**src/rtl/magma_encoder_iter.sv**
```systemverilog
// Iterative Magma (GOST R 34.12-2015, 64-bit block) encryptor: one Feistel round
// per clock, 32 rounds, valid/ready handshake on both sides.
module magma_encoder_iter (
  input  logic         clk,
  input  logic         rst_n,
  input  logic         in_valid,
  output logic         in_ready,
  input  logic [63:0]  block,
  input  logic [255:0] key,
  output logic         out_valid,
  input  logic         out_ready,
  output logic [63:0]  encoded
);

  typedef enum logic [1:0] {IDLE, RUN, DONE} state_t;

  state_t         state_q, state_d;
  logic [4:0]     rnd_q, rnd_d;
  logic [31:0]    hi_q, hi_d;
  logic [31:0]    lo_q, lo_d;
  logic [255:0]   key_q, key_d;

  logic [2:0]     kidx;
  logic [31:0]    rk;
  logic [31:0]    sum;
  logic [31:0]    sub;
  logic [31:0]    g;
  logic           accept;

  // Each table holds entry 0 in its least-significant nibble.
  function automatic logic [3:0] sbox(input logic [2:0] idx, input logic [3:0] x);
    logic [63:0] tbl;
    unique case (idx)
      3'd0: tbl = 64'h1F307D8E9B5A264C;
      3'd1: tbl = 64'hF0DB74E1C5A93286;
      3'd2: tbl = 64'h069C471EDAF2853B;
      3'd3: tbl = 64'hB9E35A076F4D128C;
      3'd4: tbl = 64'hC24BE390D618A5F7;
      3'd5: tbl = 64'h0E34187BAC296FD5;
      3'd6: tbl = 64'h73AD0B4FC19652E8;
      3'd7: tbl = 64'h2BC96AF43850DE71;
      default: tbl = '0;
    endcase
    return tbl[{x, 2'b00} +: 4];
  endfunction

  // K1 sits in the top word of the key; rounds 0..23 walk K1..K8, 24..31 walk K8..K1.
  always_comb begin
    kidx = (rnd_q < 5'd24) ? ~rnd_q[2:0] : rnd_q[2:0];
    rk   = key_q[{kidx, 5'b00000} +: 32];
    sum  = lo_q + rk;
    sub  = '0;
    for (int unsigned i = 0; i < 8; i++) begin
      sub[4*i +: 4] = sbox(i[2:0], sum[4*i +: 4]);
    end
    g = {sub[20:0], sub[31:21]};
  end

  always_comb begin
    in_ready = rst_n && ((state_q == IDLE) || ((state_q == DONE) && out_ready));
    accept   = in_valid && in_ready;

    state_d = state_q;
    rnd_d   = rnd_q;
    hi_d    = hi_q;
    lo_d    = lo_q;
    key_d   = key_q;

    unique case (state_q)
      RUN: begin
        rnd_d = rnd_q + 5'd1;
        if (rnd_q == 5'd31) begin
          hi_d    = g ^ hi_q;
          state_d = DONE;
        end else begin
          hi_d = lo_q;
          lo_d = g ^ hi_q;
        end
      end
      DONE: begin
        if (out_ready && !in_valid) state_d = IDLE;
      end
      default: ;
    endcase

    if (accept) begin
      state_d = RUN;
      rnd_d   = '0;
      hi_d    = block[63:32];
      lo_d    = block[31:0];
      key_d   = key;
    end
  end

  always_ff @(posedge clk) begin
    if (!rst_n) begin
      state_q <= IDLE;
      rnd_q   <= '0;
      hi_q    <= '0;
      lo_q    <= '0;
      key_q   <= '0;
    end else begin
      state_q <= state_d;
      rnd_q   <= rnd_d;
      hi_q    <= hi_d;
      lo_q    <= lo_d;
      key_q   <= key_d;
    end
  end

  assign out_valid = (state_q == DONE);
  assign encoded   = {hi_q, lo_q};

endmodule

```
**config.mk**
```make
export PLATFORM = sky130hd
export DESIGN_NAME = magma_encoder_iter
export DESIGN_NICKNAME = d
export VERILOG_FILES = /design/src/rtl/magma_encoder_iter.sv
export SDC_FILE = /design/constraint.sdc
export NUM_CORES = 1
export LEC_CHECK = 0
export ABC_AREA = 1
export CAP_MARGIN = 15
export CORE_AREA = 2 2 238 181
export DETAILED_ROUTE_END_ITERATION = 16
export DIE_AREA = 0 0 240 183
export PLACE_DENSITY = 0.71
export SYNTH_ARGS = -nofsm -noshare
export SYNTH_HDL_FRONTEND = slang
export SYNTH_SLANG_ARGS = --single-unit
```
**constraint.sdc**
```tcl
create_clock -name clk -period 5.6 [get_ports clk]
set_clock_uncertainty 0.05 [all_clocks]
set_input_delay 1.4 -clock clk [delete_from_list [all_inputs] [get_ports clk]]
set_output_delay 1.4 -clock clk [all_outputs]
set_load 0.05 [all_outputs]
```
# --- After elaboration in Yosys (flattened, before gate mapping) ---
# Cells that the tools add are included.
word_totals:
  reg_bits: 327
  in_bits: 324
  out_inout_bits: 66
op_classes:
  eq_ne: 8
  n_shift: 9
  order_cmp: 1
  n_reduce_logical: 14
  add_sub_neg: 2
  n_bitwise: 3
  n_mux: 11
op_table:
  columns: ["cell", "n"]
  rows:
  - ["$shiftx A64 B7 Y4 const A", 8]
  - ["$shiftx A256 B9 Y32", 1]
  - ["$mux W32", 6]
  - ["$add A32 B32 Y32", 1]
  - ["$xor A32 B32 Y32", 1]
  - ["$reduce_and A3 Y1", 2]
  - ["$add A5 B1 Y5 const B", 1]
  - ["$eq A5 B5 Y1 const B", 1]
  - ["$lt A5 B5 Y1 const B", 1]
  - ["$logic_and A1 B1 Y1", 4]
  - ["$mux W2", 2]
  - ["$ne A2 B2 Y1 const B", 2]
  - ["$pmux W2 S2", 1]
  - ["$reduce_bool A2 Y1", 2]
  - ["$mux W3", 1]
  - ["$ne A3 B1 Y1 const B", 1]
  - ["$ne A3 B3 Y1 const B", 1]
  - ["$not A3 Y3", 1]
  - ["$reduce_bool A3 Y1", 1]
  - ["$eq A2 B1 Y1 const B", 1]
  - ["$eq A2 B2 Y1 const B", 1]
  - ["$logic_not A2 Y1", 1]
  - ["$ne A2 B1 Y1 const B", 1]
  - ["$reduce_and A2 Y1", 1]
  - ["5 further kinds", 5]

# --- Longest topological paths before layout ---
logic_depth:
  ltp_word: 9
  ltp_mapped: 34
  ltp_nobuf: 32

# --- Worst setup path after synthesis ---
# Ideal clock, no wire load.
synth_path:
  path_type: "register to register"
  start: "reg rnd_q[3]"
  end: "reg hi_q[25]"
  t_required_ns: 5.418
  slack_ns: 1.456
  path_stages_with_launch: 24
  synth_period_minus_slack_ns: 4.144
  n_path_buf: 2
  arrival_time_ns: 3.962
  path_cell_list: "dfxtp_1 nand2_2 xor2_1 clkbuf_1 clkbuf_1 o21ai_0 o22ai_1 o22ai_1 ha_1 fa_1 nand3_1 nand2_1 nand3_1 nand3_1 xnor2_1 ha_1 or2_1 o21ai_0 nand2_1 a21o_1 nand3_1 nand2_1 nand2_1 a21oi_1"
synth_between:
  elab_chain_len: 9
synth_rtl:
  columns: ["element", "line", "source"]
  rows:
  - ["start: declaration", "18", "logic [4:0] rnd_q, rnd_d;"]
  - ["start signal: assignment", "104", "rnd_q <= rnd_d;"]
  - ["$lt A5 B5 Y1", "49", "kidx = (rnd_q < 5'd24) ? ~rnd_q[2:0] : rnd_q[2:0];"]
  - ["$mux W3", "49", null]
  - ["$shiftx A256 B9 Y32", "50", "rk = key_q[{kidx, 5'b00000} +: 32];"]
  - ["$add A32 B32 Y32", "51", "sum = lo_q + rk;"]
  - ["$shiftx A64 B7 Y4", "44", "return tbl[{x, 2'b00} +: 4];"]
  - ["$xor A32 B32 Y32", "73", "hi_d = g ^ hi_q;"]
  - ["$mux W32 (*)", "72", "if (rnd_q == 5'd31) begin"]
  - ["$mux W32 (*)", "69", "unique case (state_q)"]
  - ["$mux W32 (*)", "86", "if (accept) begin"]
  - ["end signal: assignment", "105", "hi_q <= hi_d;"]
  - ["end: declaration", "19", "logic [31:0] hi_q, hi_d;"]
# Every way passes the cells marked *; elsewhere a longest branch is shown, timed or not. The select of a mux whose other input is x is not followed.
# A chain may end at the register's enable or synchronous reset.

# --- Final worst setup path ---
layout_path:
  start: "reg rnd_q[4]"
  end: "reg hi_q[26]"
# Same word-level chain as after synthesis.

==> flow_metrics.env <==
export IMPL_io_pins=390
export IMPL_crit_family="simple AND/OR/NAND/NOR gates"
export IMPL_synth_common_cells="nand2_1 (993), o21ai_0 (365), inv_1 (364), dfxtp_1 (327), nand3_1 (234)"
export IMPL_min_period_ns=5.22
export IMPL_via_per_inst=5.28
export IMPL_cts_made_buffers=35
export IMPL_initial_core_util=0.446
export IMPL_path_class="reg -> reg"
export IMPL_seq_area_um2=6550
export IMPL_cts_hold_buf=0
export IMPL_syn_to_final_growth_pct=29.6
export IMPL_yosysTopAreaCell="dfxtp_1"
export IMPL_drive_above_1_share=0.0398
export IMPL_nets=3624
export IMPL_die_h_um=183
export IMPL_cts_root_buf="clkbuf_16"
export IMPL_fp_row_count=65
export IMPL_synthSimpleGateAreaFrac=0.300
export IMPL_finalMaxSlewViolations=0
export IMPL_synth_cells=2916
export IMPL_multi_input_area_um2=10100
export IMPL_worstMarginPinSlew_ns=0.989
export IMPL_wl_met3_um=5170
export IMPL_rsz0062_at_grt="false"
export IMPL_slew_headroom=0.341
export IMPL_ys_ff_latch=327
export IMPL_die_area_um2=43900
export IMPL_max_freq_mhz=191
export IMPL_htree_levels=2
export IMPL_synth_top_family_by_area="simple AND/OR/NAND/NOR gates"
export IMPL_grt_max_degree=121
export IMPL_synth_top_area_frac=0.352
export IMPL_power_density_nw_per_um2=358
export IMPL_setup_tns_ns=0
export IMPL_grt_use_total=0.313
export IMPL_drtIter0Drc=1874
export IMPL_path_buf_inv=3
export IMPL_clkLatencyLatePin_ns=0.54
export IMPL_cts_tree="built"
export IMPL_status="finished, final reports clean"
export IMPL_setup_ws_ns=0.376
export IMPL_place_ws_ns=0.488
export IMPL_die_w_um=240
export IMPL_overflow=0
export IMPL_synth_top_flop_cell="dfxtp_1"
export IMPL_wl_met1_um=31900
export IMPL_leakage_nw=10.8
export IMPL_hold_class="reg -> reg"
export IMPL_synthesis_nets=3321
export IMPL_io_buffers=389
export IMPL_setup_viol=0
export IMPL_async_flop_share=0
export IMPL_fillerInstances=4022
export IMPL_postCtsSetupBuffers=0
export IMPL_synth_xor_area_frac=0.0189
export IMPL_clk_pin_slew_worst_paths_ns=0.07
export IMPL_yosysMostFrequentCell="nand2_1"
export IMPL_grt_pass1_vias=18700
export IMPL_netlist_area_um2=18600
export IMPL_synth_distinct_cells=40
export IMPL_globalplace_congestion=0.937
export IMPL_synth_avg_cell_area_um2=6.37
export IMPL_yosys_warnings=0
export IMPL_synth_edff_count=0
export IMPL_crit_path_start_kind="flip-flop"
export IMPL_vias=20100
export IMPL_arrival_ns=5.59
export IMPL_hold_violations=0
export IMPL_end_kind="flip-flop"
export IMPL_worst_ir_drop_vdd_v=0.000203
export IMPL_crit_fanout=120
export IMPL_synth_area_leaders="dfxtp_1 (35%), nand2_1 (20%), o21ai_0 (9.8%)"
export IMPL_highest_layer="met4"
export IMPL_synthAdderAreaFrac=0.0550
export IMPL_antenna_found_initial=0
export IMPL_slowest_stage="xnor2_1"
export IMPL_crit_path_max_incr_delay_ns=0.52
export IMPL_cp_data_required_time_ns=5.96
export IMPL_grt_pass1_wl_um=107000
export IMPL_cts_sinks=327
export IMPL_fin_crit_sh=0.933
export IMPL_route_met2_wl_um=31200
export IMPL_path_cells="nand2_2 -> nand2_1 -> nand2_4 -> buf_16 -> o21ai_0 -> o22ai_1 -> o22ai_1 -> ha_1 -> nand2_2 -> inv_2 -> a21oi_1 -> nand3_1 -> xnor2_1 -> inv_1 -> nand2_1 -> nand3_1 -> nand2_1 -> nand2_1 -> nand3_1 -> nand3_1 -> o21ai_1 -> a21oi_1"
export IMPL_drc_errors=0
export IMPL_synth_compound_area_frac=0.169
export IMPL_clk_path_buf_depth=3
export IMPL_ant_nets=0
export IMPL_wl_per_cell_um=18.5
export IMPL_yosysSeqAreaShare=0.352
export IMPL_wl_um=70400
export IMPL_coreArea_um2=41600
export IMPL_drt_pass1_iter_count=6
export IMPL_muxShareOfSynthArea=0
export IMPL_maxCapViolations=0
export IMPL_place_hpwl_um=52600
export IMPL_ctsResizeCount=0
through the flow:
| stage | std cells | cell area (um2) | util | power (W) | hold slack [ns] |
|---|---|---|---|---|---|
| floorplan | 2916 | 18600 | - | 0.00507 | 0.396 |
| global placement | 3751 | 22900 | 0.550 | 0.00616 | 0.403 |
| finish | 3813 | 24100 | 0.578 | 0.00861 | 0.415 |
| detailed placement | 3751 | 22900 | 0.550 | 0.00625 | 0.409 |
| CTS | 3812 | 24000 | 0.577 | 0.00858 | 0.418 |
| global route | 3812 | 24100 | 0.578 | 0.00913 | 0.438 |
worst min-delay path, stage by stage, from the launching register on:
cell	delay, ns
dfxtp_1	0.31
nand3_1	0.07
nand2_1	0.04
final timing paths:
check,endpoint,cells after the start,slack (ns),from
worst max register to register,hi_q[26],22,0.38,rnd_q[4]
worst max-delay path,hi_q[26],22,0.38,rnd_q[4]
worst min-delay path,key_q[173],2,0.42,key_q[173]
worst min register to register,key_q[173],2,0.42,key_q[173]
layout make-up:
type | instances | share of cell area
multi-input combinational | 2070 | 0.421
sequential | 327 | 0.272
timing repair buffer | 414 | 0.172
inverter | 371 | 0.0582
clock buffer | 46 | 0.0407
tap | 569 | 0.0296
clock inverter | 15 | 0.00598
antenna | 1 | 0.000104
layout by cell type, fill, tap and decap left out, types with 3 or more instances in the layout:
master           synthesis  layout
a21o_1                   6       6
a21oi_1                 90      90
a31oi_1                 34      34
buf_12                   0       4
buf_4                    0      21
clkbuf_1               123       6
clkbuf_16                0      36
clkbuf_8                 0       4
clkdlybuf4s50_1          0     387
clkinv_1                 4       3
clkinv_2                 0      10
dfxtp_1                327     327
ha_1                    80      80
inv_1                  364     364
inv_2                    3       3
nand2_1                993     990
nand2_2                 22      22
nand2_4                  0       3
nand3_1                234     234
nand3b_1                 6       6
nand4_1                  4       4
nor2_1                  93      93
nor3_1                   4       3
o211ai_1                10      10
o21ai_0                365     364
o21ai_1                  4       5
o21bai_1                 8       8
o22ai_1                 61      61
or2_1                    4       4
or2_2                    4       4
xnor2_1                 10       9
xor2_1                  17      16
xor2_2                   5       5
logic make-up after synthesis:
| family | count (synthesis) |
|---|---|
| AO/OA/AOI/OAI | 585 |
| XOR/XNOR | 34 |
| adder cells (fa/ha/maj) | 81 |
| buffers and inverters | 519 |
| flip-flops | 327 |
| AND/OR/NAND/NOR | 1370 |
routing by layer:
| metal | global-route usage | up-vias |
|---|---|---|
| li1 | - | 9910 |
| met1 | 0.446 | 9338 |
| met2 | 0.492 | 778 |
| met3 | 0.0406 | 108 |
| met4 | 0.0954 | 0 |
| met5 | 0 | - |
state kept, by name, indices dropped and copies added (netlist names):
signal	cells
key_q	256
state_q	2
rnd_q	5
lo_q	32
hi_q	32
where the power goes:
part | switching (W) | internal (W) | leakage [nW]
registers | 0.000243 | 0.00265 | 2.69
clock network | 0.00101 | 0.00133 | 0.563
logic | 0.00221 | 0.00117 | 7.51
Note: power is estimated with default switching activity, not from simulation.
